`src/rtl/des_round_ctrl.sv`:
```
// Round sequencer for an iterative DES datapath: load, 16 key-scheduled rounds,
// final swap/FP, then a one-cycle done pulse.
module des_round_ctrl (
  input  logic       clk,
  input  logic       rst,
  input  logic       start,
  input  logic       decrypt,
  input  logic       stall,
  output logic       ready,
  output logic       busy,
  output logic       load_en,
  output logic       round_en,
  output logic [3:0] round_idx,
  output logic [1:0] key_shift,
  output logic       key_dir,
  output logic       final_swap,
  output logic       done
);

  // state  | meaning
  // IDLE   | waiting for start, ready=1
  // LOAD   | datapath captures IP block and PC-1 key halves
  // ROUND  | one Feistel round per non-stalled cycle, round_idx 0..15
  // FINAL  | R16/L16 swap and FP into the output register
  // DONE   | result valid, one-cycle pulse
  typedef enum logic [2:0] {
    S_IDLE  = 3'd0,
    S_LOAD  = 3'd1,
    S_ROUND = 3'd2,
    S_FINAL = 3'd3,
    S_DONE  = 3'd4
  } state_t;

  state_t     state, state_nxt;
  logic [3:0] idx_q, idx_nxt;
  logic       dir_q, dir_nxt;

  // Decryption rotates right, so the first round needs no rotation at all.
  function automatic logic [1:0] shift_sched(input logic [3:0] idx, input logic dir);
    logic [1:0] sh;
    case (idx)
      4'd0:                 sh = dir ? 2'd0 : 2'd1;
      4'd1, 4'd8, 4'd15:    sh = 2'd1;
      default:              sh = 2'd2;
    endcase
    return sh;
  endfunction

  always_ff @(posedge clk) begin
    if (rst) begin
      state <= S_IDLE;
      idx_q <= 4'd0;
      dir_q <= 1'b0;
    end else begin
      state <= state_nxt;
      idx_q <= idx_nxt;
      dir_q <= dir_nxt;
    end
  end

  always_comb begin
    state_nxt  = state;
    idx_nxt    = idx_q;
    dir_nxt    = dir_q;
    ready      = 1'b0;
    busy       = 1'b0;
    load_en    = 1'b0;
    round_en   = 1'b0;
    key_shift  = 2'd0;
    final_swap = 1'b0;
    done       = 1'b0;

    case (state)
      S_IDLE: begin
        ready = 1'b1;
        if (start) begin
          dir_nxt   = decrypt;
          state_nxt = S_LOAD;
        end
      end
      S_LOAD: begin
        busy    = 1'b1;
        load_en = 1'b1;
        idx_nxt = 4'd0;
        if (!stall) state_nxt = S_ROUND;
      end
      S_ROUND: begin
        busy      = 1'b1;
        round_en  = !stall;
        key_shift = shift_sched(idx_q, dir_q);
        if (!stall) begin
          // 4-bit counter wraps 15 -> 0 on the last round
          idx_nxt = idx_q + 4'd1;
          if (idx_q == 4'd15) state_nxt = S_FINAL;
        end
      end
      S_FINAL: begin
        busy       = 1'b1;
        final_swap = 1'b1;
        state_nxt  = S_DONE;
      end
      S_DONE: begin
        done      = 1'b1;
        state_nxt = S_IDLE;
      end
      default: state_nxt = S_IDLE;
    endcase
  end

  assign round_idx = idx_q;
  assign key_dir   = dir_q;

endmodule

```
`config.mk`:
```
export PLATFORM = sky130hd
export DESIGN_NAME = des_round_ctrl
export DESIGN_NICKNAME = d
export VERILOG_FILES = /design/src/rtl/des_round_ctrl.sv
export SDC_FILE = /design/constraint.sdc
export NUM_CORES = 1
export LEC_CHECK = 0
export CORE_UTILIZATION = 44
export CTS_CLUSTER_SIZE = 20
export DETAILED_ROUTE_END_ITERATION = 6
export PLACE_DENSITY = 0.76
export SLEW_MARGIN = 20
export SYNTH_ARGS = -nofsm -noshare
export SYNTH_HDL_FRONTEND = slang
export SYNTH_SLANG_ARGS = --single-unit
```
`constraint.sdc`:
```
create_clock -name clk -period 2.18 [get_ports clk]
set_input_delay 0.436 -clock clk [delete_from_list [all_inputs] [get_ports clk]]
set_output_delay 0.436 -clock clk [all_outputs]
set_load 0.005 [all_outputs]
```
== After elaboration in Yosys (flattened, before gate mapping) ==
Index checks and enable logic that the tools add are counted.

* Add/sub/neg operators: 1
* Equality and inequality tests: 11
* Mux-type cells: 16
* Reduce and logical (&&, ||, !) cells: 9

{| class="wikitable"
|+ Operators by type and width
! operator !! number
|-
| 2-to-1 mux 3 bit || 4
|-
| one-hot mux 3 bit (4 select lines) || 1
|-
| == test 4 bit, second input constant || 2
|-
| != test 2 bit, second input constant || 4
|-
| one-hot mux 4 bit (2 select lines) || 1
|-
| 2-to-1 mux 1 bit || 7
|-
| == test 3 x 2 -> 1 bit, second input constant || 2
|-
| OR reduction 3 bit || 2
|-
| adder 4 x 1 -> 4 bit, second input constant || 1
|-
| == test 4 x 1 -> 1 bit, second input constant || 1
|-
| zero test 4 bit || 1
|-
| 2-to-1 mux 4 bit || 1
|-
| one-hot mux 2 bit (2 select lines) || 1
|-
| AND reduction 2 bit || 2
|-
| AND reduction 4 bit || 1
|-
| == test 3 x 1 -> 1 bit, second input constant || 1
|-
| == test 3 bit, second input constant || 1
|-
| zero test 3 bit || 1
|-
| 2-to-1 mux 2 bit || 1
|-
| nonzero test 2 bit || 1
|-
| zero test 1 bit || 1
|}

* Bits in registers: 8
* Input bits: 5
* Output and inout port bits: 13
* Word-level logic and storage cells: 40

== Depth between registers and ports, before layout ==
* Depth in word-level cells: 4
* Gate-level depth with buffers: 6

== Worst setup path before layout ==
No wires, ideal clock.

* Kind: register to output
* Start: reg state[0]
* End: out round_en
* Data arrival time: 1.126 ns
* Required time: 1.744 ns
* Setup slack: 0.618 ns
* Cell stages (with the launch flop): 5
* Buffers on the path: 2
* Path through: dfxtp_1 buf_6 or4b_4 buf_6 clkinv_4

* Word-level cells in the longest chain between the ends: 2

{| class="wikitable"
|+ Ends and longest elaborated chain
! item !! RTL line !! source
|-
| start, declared || 34 || <nowiki>state_t state, state_nxt;</nowiki>
|-
| start signal, assigned || 55 || <nowiki>state <= state_nxt;</nowiki>
|-
| == test 3 x 2 -> 1 bit || 73 || <nowiki>case (state)</nowiki>
|-
| 2-to-1 mux 1 bit || 73 ||
|-
| end, declared || 12 || <nowiki>output logic round_en,</nowiki>
|}

No other way between the ends.

== Final worst setup path ==
* Start: in stall
* End: out round_en

* Word-level cells in the longest chain between the ends: 2

{| class="wikitable"
|+ Ends and longest elaborated chain
! item !! RTL line !! source
|-
| start, declared || 8 || <nowiki>input logic stall,</nowiki>
|-
| zero test 1 bit || -- ||
|-
| 2-to-1 mux 1 bit || 73 ||
|}

No other way between the ends.

==> summary.md <==
| Metric | Value |
|---|---|
| Synth Area in Compound Gates | 21.79% |
| Die ar. | 1454 µm² |
| Peak supply drop | 456.6 µV |
| Worst path slowest cell | or4b_4 |
| Initial antenna violation count | 0 |
| CP startpoint kind | input port |
| Die X | 38.13 µm |
| # clock sinks | 8 |
| Fin crit period | 2.119 ns |
| Fin. Hold Viols | 0 |
| Internal Pwr Total | 272.1 µW |
| Post-synthesis xor/xnor area fraction | 0% |
| Layout cells sized above 1 | 32.58% |
| Core area | 1156 µm² |
| Largest family of logic cells by synthesized area | simple AND/OR/NAND/NOR gates |
| All-Layer GR Usage | 21.68% |
| HPWL Detailed | 999 µm |
| Pre-CTS setup slack | -0.1898 ns |
| Syn Std Cell Area | 574.3 µm² |
| I/O Pins | 18 |
| Sw frac | 28.19% |
| RSZ-0062 raised after global routing | yes |
| Port-buffer cells | 17 |
| Clock slew at reported path FFs | 0.05 ns |
| Critical path class | input port to output port |
| Critical Path Max Stage Delay | 0.53 ns |
| H-tree Lvls | 1 |
| Crit-path cells | clkdlybuf4s50_1 > or4b_4 > clkinv_4 > dlygate4sd2_1 |
| Clock power frac | 31.1% |
| Vias/cell | 5.534 |
| Drt total wl | 1434 µm |
| Routed WL per cell | 13.92 µm |
| Simple-gate portion of the synthesized area | 28.54% |
| Clock Latency Late Sink | 0.26 ns |
| Worst hold path class | flip-flop to flip-flop |
| Pre-antenna DRT Iters | 4 |
| Worst hold margin | 0.5226 ns |
| Starting Density | 49.68% |
| Total power draw | 378.8 µW |
| # DRC | 0 |
| Fin nets | 99 |
| Fin crit share | 97.18% |
| Delay-heaviest family, CP | buffers and inverters |
| Library cells used by synthesis | 30 |
| Worst Path Buf+Inv | 3 |
| CTS Buf Count | 3 |
| Antenna Nets Post-Route | 0 |
| Max Cap Violations | 0 |
| Synth warn | 0 |
| Leakage | 0.3319 nW |
| Top layer in use | met4 |
| Syn avg cell area | 8.323 µm² |
| Routed vias | 570 |
| P per Cell Area | 449.9 nW/µm² |
| Post-Route M1 WL | 650 µm |
| Gate power share | 26.9% |
| Worst EP arrival | 1.68 ns |
| Critical Path RT | 1.74 ns |
| Initial drt markers | 15 |
| Post-synthesis mux area share | 3.486% |
| ANT cells | 0 |
| Area delta synth->final | 46.62% |
| Cell Rows | 12 |
| Number of buffers on the longest clock path | 2 |
| Adder-cell share of the synthesized area | 6.536% |
| Die H | 38.13 µm |
| First-pass GRT wire length | 2125 µm |
| CTS tree | yes |
| Worst Slack Setup Final | 0.06141 ns |
| Hold buffers post-CTS | 0 |
| Fmax | 0.4720 GHz |
| Worst slew pin tran | 0.4705 ns |
| CTS Root Cell | clkbuf_4 |
| Grt total ovfl | 0 |
| Met3 WL | 97 µm |
| NetSw | 106.8 µW |
| Largest net degree at the start of global routing | 11 |
| Outcome | finished, final reports clean |
| Fin. max-slew vios | 0 |
| Synthesized netlist cell count | 69 |
| Setup Viol. Count Final | 0 |
| Seq pwr share | 42.0% |
| Placer congestion estimate | 0.7736 |
| Setup Skew | 0.004040 ns |
| Vias in the first global route | 492 |
| Routed length on met2 | 673 µm |
| Critical Path End Type | output port |
| #FFs+latches synth | 8 |
| Crit path max fanout | 2 |
| Synthesized Nets | 77 |
| Register area share after synthesis | 27.89% |
| Slew headroom | 67.82% |
==> layer usage <==
layer  vias to the layer above  GRT usage (%)
met3                         2          8.721
met1                       260          25.27
met4                         0          5.357
li1                        283              -
met2                        25          36.44
met5                         -              0
==> state kept, by name (all words and copies together), names as in the netlist <==
name / cells
round_idx: 4
state: 3
key_dir: 1
==> cell usage in the layout, fill, tap and decap left out, types with 4 or more instances in the layout <==
master,synthesis,final
clkdlybuf4s50_1,0,16
nor2_1,7,7
buf_4,0,6
nand3_1,5,5
a21oi_1,6,4
dfxtp_1,8,4
==> synth_stat cells <==
library cell | number | area share [%]
a21oi_1 | 6 | 5.2
dfxtp_1 | 8 | 28
nand2b_1 | 3 | 3.3
nand2_1 | 3 | 2.0
or3b_2 | 1 | 1.5
or4b_4 | 1 | 2.4
o211a_1 | 1 | 1.7
a21bo_2 | 1 | 1.7
buf_2 | 2 | 1.7
buf_1 | 1 | 0.65
o21ai_1 | 1 | 0.87
nor3b_1 | 1 | 1.3
a311oi_2 | 1 | 2.6
and2_1 | 1 | 1.1
buf_6 | 2 | 3.9
o21a_1 | 2 | 2.6
nor3_1 | 3 | 2.6
nor2b_1 | 1 | 1.1
inv_1 | 5 | 3.3
mux2i_1 | 2 | 3.5
a21oi_2 | 1 | 1.5
o211ai_1 | 1 | 1.3
a221oi_2 | 1 | 2.6
nor2_1 | 7 | 4.6
a2111oi_0 | 1 | 1.5
nor3b_2 | 2 | 4.4
clkbuf_1 | 1 | 0.65
nand3_1 | 5 | 4.4
ha_1 | 3 | 6.5
clkinv_4 | 1 | 1.5
==> power by group through the flow <==
stage,combinational [mW],clock (mW),sequential (mW)
global route,0.110,0.132,0.160
CTS,0.0973,0.127,0.159
global placement,0.0921,0,0.162
floorplan,0.0551,0,0.158
finish,0.102,0.118,0.159
detailed placement,0.0937,0,0.162
==> layout make-up <==
cell class / instances / area (µm²)
timing repair buffer: 23 / 214.0
multi-input combinational: 49 / 390.4
clock buffer: 3 / 22.52
tap: 14 / 17.52
sequential: 8 / 167.7
fill: 96 / 314.1
inverter: 6 / 30.03
==> worst reg2reg max path, cell delays in order (launching register included) <==
cell and delay, ns:
dfxtp_2 0.41, or4b_4 0.52, buf_4 0.18, a221oi_2 0.28, nor3b_2 0.07
==> worst paths after layout <==
check               startpoint      endpoint  slack [ns]  depth (start not counted)
hold reg to reg   round_idx[1]  round_idx[1]        0.52                          2
hold / removal    round_idx[1]  round_idx[1]        0.52                          2
setup / recovery         stall      round_en        0.06                          4
setup reg to reg      state[1]  round_idx[3]        0.60                          4
==> logic make-up (layout without fill, tap and decap cells) <==
logic type,after synthesis,in the layout
and+or+nand+nor,28,28
buffers and inverters,12,32
AOI/OAI and AO/OA,16,16
DFF,8,8
muxes,2,2
adders and majority gates,3,3
==> metrics by stage <==
stage                     instances  area (µm²)  utilization (%)  TNS (ns)
final                           103       842.1            72.84         0
after CTS                       103       799.5            69.16         0
after global routing            103       842.1            72.84  -0.03141
after global placement          100       767.0            66.34   -0.1951
after detailed placement        100       767.0            66.34   -0.1898
after floorplan                  69       574.3                -         0
==> what timing repair did <==
item | CTS | global route
hold endpoints to repair | 0 | 0
gates resized for setup | 5 | 13
setup buffers | 0 | 0
setup endpoints to repair | 4 | 4
pin swaps | 1 | 1
gates cloned | 0 | 0
Power figures use the tool's default switching activity.
